===== src/rtl/dmem_arbiter.sv =====
// dmem_arbiter: two-port valid/ready arbiter and access sequencer for the byte-lane data memory.
// Build option: define DMEM_ARB_RR_EN for round-robin conflicts; otherwise port 0 has fixed priority.

module dmem_arbiter #(
    parameter int ADDR_W = 32,
    parameter int DATA_W = 32
) (
    input  logic              clk,
    input  logic              rst_n,

    input  logic              p0_req_valid,
    output logic              p0_req_ready,
    input  logic              p0_req_we,
    input  logic [2:0]        p0_req_func3,
    input  logic [ADDR_W-1:0] p0_req_addr,
    input  logic [DATA_W-1:0] p0_req_wdata,
    output logic              p0_resp_valid,
    output logic [DATA_W-1:0] p0_resp_rdata,
    output logic              p0_resp_err,

    input  logic              p1_req_valid,
    output logic              p1_req_ready,
    input  logic              p1_req_we,
    input  logic [2:0]        p1_req_func3,
    input  logic [ADDR_W-1:0] p1_req_addr,
    input  logic [DATA_W-1:0] p1_req_wdata,
    output logic              p1_resp_valid,
    output logic [DATA_W-1:0] p1_resp_rdata,
    output logic              p1_resp_err,

    output logic [2:0]        mem_func3,
    output logic [ADDR_W-1:0] mem_addr,
    output logic [DATA_W-1:0] mem_wdata,
    output logic              mem_dmwen,
    input  logic [DATA_W-1:0] mem_rdata
);

    localparam logic [1:0] IDLE   = 2'b00;
    localparam logic [1:0] ACCESS = 2'b01;
    localparam logic [1:0] RESP   = 2'b10;

    logic [1:0]        state;

    logic              req_we_p0;
    logic [2:0]        req_func3_p0;
    logic [ADDR_W-3:0] req_word_p0;
    logic [DATA_W-1:0] req_wdata_p0;
    logic              req_port_p0;
    logic              req_err_p0;

    logic              can_accept;
    logic              grant;
    logic              win_port;
    logic              vld_p0;
    logic              vld_p1;

    logic              sel_we;
    logic [2:0]        sel_func3;
    logic [ADDR_W-1:0] sel_addr;
    logic [DATA_W-1:0] sel_wdata;
    logic              sel_err;
    logic [DATA_W-1:0] resp_data;

    function automatic logic req_illegal(input logic [2:0] func3, input logic [1:0] addr_lo);
        return (addr_lo != 2'b00) || (func3 > 3'b010);
    endfunction

    // Accept stage: arbitration and request selection, combinational in IDLE or RESP
    assign can_accept = rst_n && ((state == IDLE) || (state == RESP));
    assign grant      = can_accept && (p0_req_valid || p1_req_valid);

`ifdef DMEM_ARB_RR_EN
    logic last_port;

    // Pointer resets to 1 so that port 0 takes the first conflict.
    assign win_port = (p0_req_valid && p1_req_valid) ? ~last_port : ~p0_req_valid;

    always_ff @(posedge clk or negedge rst_n) begin
        if (!rst_n) begin
            last_port <= 1'b1;
        end else if (grant) begin
            last_port <= win_port;
        end
    end
`else
    assign win_port = ~p0_req_valid;
`endif

    assign p0_req_ready = grant && !win_port;
    assign p1_req_ready = grant &&  win_port;

    always_comb begin
        sel_we    = p0_req_we;
        sel_func3 = p0_req_func3;
        sel_addr  = p0_req_addr;
        sel_wdata = p0_req_wdata;
        if (win_port) begin
            sel_we    = p1_req_we;
            sel_func3 = p1_req_func3;
            sel_addr  = p1_req_addr;
            sel_wdata = p1_req_wdata;
        end
        sel_err = req_illegal(sel_func3, sel_addr[1:0]);
    end

    always_ff @(posedge clk or negedge rst_n) begin
        if (!rst_n) begin
            state        <= IDLE;
            req_we_p0    <= 1'b0;
            req_func3_p0 <= 3'b000;
            req_word_p0  <= '0;
            req_wdata_p0 <= '0;
            req_port_p0  <= 1'b0;
            req_err_p0   <= 1'b0;
        end else begin
            case (state)
                IDLE:    state <= grant ? ACCESS : IDLE;
                ACCESS:  state <= RESP;
                RESP:    state <= grant ? ACCESS : IDLE;
                default: state <= IDLE;
            endcase
            if (grant) begin
                req_we_p0    <= sel_we;
                req_func3_p0 <= sel_func3;
                req_word_p0  <= sel_addr[ADDR_W-1:2];
                req_wdata_p0 <= sel_wdata;
                req_port_p0  <= win_port;
                req_err_p0   <= sel_err;
            end
        end
    end

    // Access stage: memory inputs follow the latched request; only the write enable is state-gated
    assign vld_p0    = (state == ACCESS);
    assign mem_addr  = {2'b00, req_word_p0};
    assign mem_func3 = req_func3_p0;
    assign mem_wdata = req_wdata_p0;
    assign mem_dmwen = vld_p0 && req_we_p0 && !req_err_p0;

    // Response stage: memory output is already registered, so it is forwarded directly
    assign vld_p1    = (state == RESP);
    assign resp_data = (vld_p1 && !req_we_p0 && !req_err_p0) ? mem_rdata : '0;

    assign p0_resp_valid = vld_p1 && !req_port_p0;
    assign p0_resp_rdata = req_port_p0 ? '0 : resp_data;
    assign p0_resp_err   = vld_p1 && !req_port_p0 && req_err_p0;

    assign p1_resp_valid = vld_p1 && req_port_p0;
    assign p1_resp_rdata = req_port_p0 ? resp_data : '0;
    assign p1_resp_err   = vld_p1 && req_port_p0 && req_err_p0;

endmodule


===== config.mk =====
export PLATFORM = sky130hd
export DESIGN_NAME = dmem_arbiter
export DESIGN_NICKNAME = d
export VERILOG_FILES = /design/src/rtl/dmem_arbiter.sv
export SDC_FILE = /design/constraint.sdc
export NUM_CORES = 1
export LEC_CHECK = 0
export CAP_MARGIN = 40
export CELL_PAD_IN_SITES_DETAIL_PLACEMENT = 0
export CELL_PAD_IN_SITES_GLOBAL_PLACEMENT = 1
export CORE_MARGIN = 2
export CORE_UTILIZATION = 23
export CTS_CLUSTER_SIZE = 8
export DETAILED_ROUTE_END_ITERATION = 10
export GPL_TIMING_DRIVEN = 0
export PLACE_DENSITY = 0.89
export SLEW_MARGIN = 20
export SYNTH_ARGS = -nofsm -noshare
export SYNTH_HDL_FRONTEND = slang
export SYNTH_SLANG_ARGS = --single-unit

===== constraint.sdc =====
create_clock -name clk -period 2.2 [get_ports clk]
set_clock_uncertainty 0.1 [all_clocks]
set_input_delay 0.44 -clock clk [delete_from_list [all_inputs] [get_ports clk]]
set_output_delay 0.44 -clock clk [all_outputs]
set_load 0.005 [all_outputs]

==> impl_metrics.env, run 1 <==
export IMPL_outcome="finished, violations left"
export IMPL_failed_checks="negative setup slack"
export IMPL_syn_instance_count=339
export IMPL_vias_in_the_first_global_route=4771
export IMPL_synth_ff_latch_count=70
export IMPL_final_common_cell="sky130_fd_sc_hd__clkdlybuf4s50_1"
export IMPL_p_leak_nw=3.429
export IMPL_wire_length_of_the_first_global_routing_pass_um=26740
export IMPL_via_count=4521
export IMPL_rsz0062_at_grt="true"
export IMPL_synth_area_mux_share=0.007856
export IMPL_clk_root_buffer_cell="sky130_fd_sc_hd__clkbuf_16"
export IMPL_reported_max_cap_violation_count=0
export IMPL_place_congestion=0.9016
export IMPL_type_of_destination_of_the_critical_path="output port"
export IMPL_timing_final_setup_violations=64
export IMPL_clock_tree_htree_level_count=3
export IMPL_grt_start_max_net_pins=28
export IMPL_layout_filler_cells=1432
export IMPL_drtPass1Iterations=4
export IMPL_hold_violation_count_in_the_final_report=0
export IMPL_synth_sequential_area_ratio=0.4583
export IMPL_synthSimpleGateAreaFrac=0.2792
export IMPL_ios=310
export IMPL_max_clock_path_buffers=2
export IMPL_grtUsageTotal=0.1969
export IMPL_worst_ep_arrival_time_ns=1.84
export IMPL_cp_start_kind="flop"
export IMPL_report_final_slew_viol_count=0
export IMPL_power_density_nw_per_um2=579.8
export IMPL_max_freq_mhz=420.5
export IMPL_worst_path_most_repeated_cell="sky130_fd_sc_hd__buf_6"
export IMPL_worstPathMaxFanout=5
export IMPL_detailedRoute_firstIterationViolations=177
export IMPL_post_route_worst_setup_slack_ns=-0.1783
export IMPL_routed_wirelength_um=18210
export IMPL_drive_above_1_share=0.3064
export IMPL_worstSkewPairLatency_ns=0.34
export IMPL_layout_worst_path_cycle_share=1.081
export IMPL_count_of_nets_after_finishing=860
export IMPL_via_density_per_instance=4.957
export IMPL_endpoint_required_time_on_the_critical_path_ns=1.66
export IMPL_timing_critical_path_cells="nor3b_2, nor3b_4, buf_6, buf_6, buf_8, and2_4, buf_6"
export IMPL_synth_area_um2=3822
export IMPL_place_hpwl_um=12990
export IMPL_cts_sinks=70
export IMPL_avgSynthCellArea_um2=11.28
export IMPL_cts_inserted_buffers=9
export IMPL_layout_cells_most_common_list="sky130_fd_sc_hd__clkdlybuf4s50_1 (234), sky130_fd_sc_hd__buf_6 (76), sky130_fd_sc_hd__dfrtp_1 (70)"
export IMPL_antenna_cells_inserted=0
export IMPL_antenna_left=0
export IMPL_core_um2=16410
export IMPL_synthesis_to_finish_area_growth_pct=113.6
export IMPL_synthDistinctLibCells=24
export IMPL_cts_tree="built"
export IMPL_site_row_count=47
export IMPL_maxSlewHeadroom=0.5552
export IMPL_synth_xor_xnor_area_share=0
export IMPL_largest_family_of_logic_cells_by_synthesized_area="simple AND/OR/NAND/NOR gates"
export IMPL_number_of_antenna_violations_at_the_first_check_in_global_routing=0
export IMPL_synth_compound_gate_area_share=0.1800
export IMPL_detail_route_wl_per_cell_um=19.97
export IMPL_max_stage_delay_ns=0.41
export IMPL_reg2reg_slack_ns=0.35
export IMPL_vdd_ir_drop_worst_mv=0.3774
export IMPL_crit_type="reg -> out"
export IMPL_worst_slew_pin_slew_ns=0.6650
export IMPL_post_route_drc_count=0
export IMPL_io_buffers=306
export IMPL_worst_setup_hold_path_clk_slew_ns=0.06
export IMPL_synth_fa_ha_area_frac=0
export IMPL_die_w_um=132.9
export IMPL_fp_dieH_um=132.9
export IMPL_min_delay_path_class="in -> async"
export IMPL_synthesis_yosys_warnings=0
export IMPL_crit_slowest_cell="sky130_fd_sc_hd__dfrtp_1"
export IMPL_fp_dieArea_um2=17670
export IMPL_design_power_total_mw=4.733
export IMPL_timing_hold_ws_ns=0.05599
export IMPL_finalWorstPathRequiredPeriod_ns=2.378
export IMPL_start_util=0.2330
export IMPL_gr_total_overflow=0
-- kinds of logic after synthesis --
group           count (synthesis)
other cells                     1
compound gates                 74
simple gates                  142
flops                          70
mux                             3
buf+inv                        49
-- worst max-delay path: cells and delay by family (launching register included) --
kind	cells	cell delay, ns
buf+inv	4	0.45
flops	1	0.41
simple gates	3	0.65
-- layer usage --
layer	routed length, um	vias up	global-route usage	share of wire
met5	0	-	0	0
met4	622	0	0.08065	0.034
met3	1330	47	0.05632	0.073
met2	9486	245	0.3569	0.52
met1	6774	2208	0.2153	0.37
li1	-	2021	-	-
-- synthesized netlist by cell type, drive strengths merged --
master  instances  area, um^2
a21oi           3       15.01
a221o          63       630.6
and2           66       412.9
and3b           2       17.52
buf            27       198.9
clkbuf         19       71.32
conb            1       3.750
dfrtp          70        1752
inv             3       11.26
mux2i           3       30.03
nand2b          1       13.76
nor2            3       13.77
nor2b           1       6.260
nor3b           3       27.52
nor4b          63       551.8
o21ai           7       35.03
o31ai           1       7.510
or2             1       6.260
or4             1       7.510
or4b            1       10.01
-- where the power goes --
part / internal (mW) / switching, mW / leakage, nW / total [mW]
Sequential: 1.51 / 0.163 / 0.854 / 1.68
Clock: 0.986 / 0.583 / 0.152 / 1.57
Combinational: 0.998 / 0.489 / 2.42 / 1.49
Total: 3.50 / 1.23 / 3.43 / 4.73
-- sequential cells by signal (all words and copies together) (netlist names) --
register	count
req_we_p0	1
req_err_p0	1
state	2
req_port_p0	1
mem_func3	3
req_word_p0	30
mem_wdata	32
-- what timing repair did --
item | 4_1_cts | 5_1_grt
buffers inserted | 19 | 6
endpoints found under the hold margin | 17 | 0
hold buffers | 2 | 0
pin swaps | 56 | 3
resized for setup | 381 | 58
setup endpoints to repair | 69 | 66
gates cloned | 7 | 0
-- worst paths after layout --
check / from / cells after the start / end
worst max register to register: state[0] / 6 / mem_wdata[31]
min in group clk: mem_wdata[14] / 1 / mem_wdata[14]
max in group asynchronous: rst_n / 3 / mem_wdata[30]
worst max-delay path: state[0] / 7 / p0_resp_rdata[3]
worst min-delay path: rst_n / 2 / mem_wdata[24]
worst min register to register: mem_wdata[14] / 1 / mem_wdata[14]
-- layout make-up --
cell class | count | area, um^2 | share of cell area
Clock inverter | 6 | 86.33 | 0.01058
Inverter | 3 | 11.26 | 0.001380
Tap cell | 220 | 275.3 | 0.03372
Timing Repair Buffer | 339 | 3517 | 0.4309
Multi-Input combinational cell | 221 | 1972 | 0.2416
Buffer | 44 | 324.1 | 0.03970
Clock buffer | 9 | 225.2 | 0.02759
Sequential cell | 70 | 1752 | 0.2146
-- through the flow --
stage	worst slack (ns)	setup TNS (ns)	utilization	cell area, um^2	std cells
floorplan	0.3199	0	-	3826	340
global placement	-3.017	-325.89	0.4367	7164	866
detailed placement	-0.8345	-41.10	0.4382	7189	867
CTS	-0.1709	-6.240	0.4811	7894	907
global route	-0.2740	-13.87	0.4975	8163	912
finish	-0.1783	-8.377	0.4975	8163	912
(Power assumes the default switching activity.)
==> inputs of run 2 (changes only) <==
--- a/config.mk
+++ b/config.mk
@@ -14,6 +14,7 @@
 export DETAILED_ROUTE_END_ITERATION = 10
 export GPL_TIMING_DRIVEN = 0
 export PLACE_DENSITY = 0.89
+export RECOVER_POWER = 100
 export SLEW_MARGIN = 20
 export SYNTH_ARGS = -nofsm -noshare
 export SYNTH_HDL_FRONTEND = slang
==> impl_metrics.env, run 2 (synthesized netlist as in run 1, its figures left out) <==
export IMPL_p_leak_nw=3.444
export IMPL_post_route_drc_count=0
export IMPL_start_util=0.2330
export IMPL_hold_violation_count_in_the_final_report=0
export IMPL_fp_dieH_um=132.9
export IMPL_vdd_ir_drop_worst_mv=0.3756
export IMPL_antenna_cells_inserted=0
export IMPL_finalWorstPathRequiredPeriod_ns=2.374
export IMPL_place_hpwl_um=12990
export IMPL_detail_route_wl_per_cell_um=19.98
export IMPL_cts_inserted_buffers=9
export IMPL_largest_register_ff_count=32
export IMPL_worst_setup_hold_path_clk_slew_ns=0.06
export IMPL_fp_dieArea_um2=17670
export IMPL_type_of_destination_of_the_critical_path="output port"
export IMPL_drive_above_1_share=0.2991
export IMPL_power_switching_mw=1.223
export IMPL_max_freq_mhz=421.2
export IMPL_reported_max_cap_violation_count=0
export IMPL_grt_start_max_net_pins=28
export IMPL_endpoint_required_time_on_the_critical_path_ns=1.66
export IMPL_max_clock_path_buffers=2
export IMPL_routed_wirelength_um=18220
export IMPL_switching_share=0.2648
export IMPL_failed_checks="negative setup slack"
export IMPL_via_count=4508
export IMPL_worst_slew_pin_slew_ns=1.299
export IMPL_timing_hold_ws_ns=0.3556
export IMPL_outcome="finished, violations left"
export IMPL_wire_length_of_the_first_global_routing_pass_um=26740
export IMPL_via_density_per_instance=4.943
export IMPL_timing_final_setup_violations=66
export IMPL_report_final_slew_viol_count=0
export IMPL_cts_tree="built"
export IMPL_intPower_mw=3.395
export IMPL_crit_slowest_cell="sky130_fd_sc_hd__dfrtp_1"
export IMPL_layout_worst_path_cycle_share=1.079
export IMPL_detailedRoute_firstIterationViolations=183
export IMPL_antenna_left=0
export IMPL_power_density_nw_per_um2=572.4
export IMPL_gr_total_overflow=0
export IMPL_place_congestion=0.9016
export IMPL_pwr_share_clk=0.340
export IMPL_dp_cells=867
export IMPL_die_w_um=132.9
export IMPL_ios=310
export IMPL_layoutNonFillerInstCount=912
export IMPL_maxSlewHeadroom=0.1340
export IMPL_worst_path_most_repeated_cell="sky130_fd_sc_hd__buf_6"
export IMPL_timing_critical_path_cells="nor3b_2, nor3b_4, buf_6, buf_6, buf_8, and2_4, buf_6"
export IMPL_post_route_worst_setup_slack_ns=-0.1741
export IMPL_clk_root_buffer_cell="sky130_fd_sc_hd__clkbuf_16"
export IMPL_worstPathMaxFanout=5
export IMPL_drtPass1Iterations=4
export IMPL_cp_start_kind="flop"
export IMPL_count_of_nets_after_finishing=860
export IMPL_core_um2=16410
export IMPL_design_power_total_mw=4.618
export IMPL_p_seq_frac=0.361
export IMPL_rsz0062_at_grt="true"
export IMPL_clock_tree_htree_level_count=3
export IMPL_cts_sinks=70
export IMPL_max_stage_delay_ns=0.41
export IMPL_number_of_antenna_violations_at_the_first_check_in_global_routing=0
export IMPL_worst_ep_arrival_time_ns=1.83
export IMPL_vias_in_the_first_global_route=4771
export IMPL_min_delay_path_class="in -> async"
export IMPL_final_common_cell="sky130_fd_sc_hd__clkdlybuf4s50_1"
export IMPL_site_row_count=47
export IMPL_layout_cells_most_common_list="sky130_fd_sc_hd__clkdlybuf4s50_1 (169), sky130_fd_sc_hd__buf_6 (76), sky130_fd_sc_hd__dfrtp_1 (70)"
export IMPL_worstSkewPairLatency_ns=0.34
export IMPL_comb_power_share=0.300
export IMPL_io_buffers=306
export IMPL_grtUsageTotal=0.1969
export IMPL_synthesis_to_finish_area_growth_pct=111.1
export IMPL_crit_type="reg -> out"
-- run 2: cell count changes in the layout (fill, tap and decap cells not counted), sizes merged --
cell | before | now
buf | 126 | 120
bufbuf | 2 | 0
clkbuf | 23 | 30
clkdlybuf4s50 | 234 | 169
dlygate4sd3 | 2 | 67
dlymetal6s4s | 0 | 1
-- run 2: metal layers --
layer | GRT usage | part of all wire | vias up | wire [um]
li1 | - | - | 2019 | -
met1 | 0.2153 | 0.37 | 2198 | 6814
met2 | 0.3569 | 0.52 | 249 | 9548
met3 | 0.05632 | 0.072 | 42 | 1311
met4 | 0.08065 | 0.030 | 0 | 547
met5 | 0 | 0 | - | 0
-- run 2: cell type report --
type / instances / area [um^2]
Timing Repair Buffer: 339 / 3422
Fill cell: 1442 / 8339
Buffer: 44 / 324.1
Sequential cell: 70 / 1752
Multi-Input combinational cell: 221 / 1972
Tap cell: 220 / 275.3
Clock buffer: 9 / 225.2
Clock inverter: 6 / 86.33
Inverter: 3 / 11.26
-- run 2: repair_timing --
item | CTS | global route
gates resized for setup | 381 | 58
hold buffers | 2 | 0
gates cloned | 7 | 0
endpoints found under the setup margin | 69 | 66
hold endpoints to repair | 17 | 0
pin swaps | 56 | 3
setup buffers | 19 | 6
-- run 2: worst paths after layout --
path / slack, ns / from / to / depth (start not counted)
hold / removal: 0.36 / rst_n / mem_wdata[24] / 2
hold reg to reg: 0.41 / mem_wdata[14] / mem_wdata[14] / 1
min in group clk: 0.41 / mem_wdata[14] / mem_wdata[14] / 1
setup reg to reg: 0.34 / state[0] / mem_wdata[31] / 6
max in group asynchronous: 0.36 / rst_n / mem_wdata[30] / 3
setup / recovery: -0.17 / state[0] / p0_resp_rdata[23] / 7
-- run 2: metrics by stage --
stage                     TNS (ns)  area, um^2  utilization  worst slack, ns
after global placement     -325.89        7164       0.4367           -3.017
after global routing        -14.30        8068       0.4917          -0.2697
after detailed placement    -41.10        7189       0.4382          -0.8345
final                       -8.341        8068       0.4917          -0.1741
after CTS                   -6.240        7894       0.4811          -0.1709
after floorplan                  0        3826            -           0.3199
-- run 2: critical path, delay by kind of cell, from the launching register on --
kind          cells  cell delay (ns)
buf+inv           4             0.45
flops             1             0.41
simple gates      3             0.63
-- run 2: power by group through the flow --
stage          clock network [mW]  logic (mW)  registers (mW)
6_report                     1.57        1.38            1.67
5_1_grt                      1.66        1.48            1.69
4_1_cts                      1.60        1.47            1.68
3_5_place_dp                    0        1.39            1.68
3_3_place_gp                    0        1.36            1.68
2_1_floorplan                   0       0.413            1.67
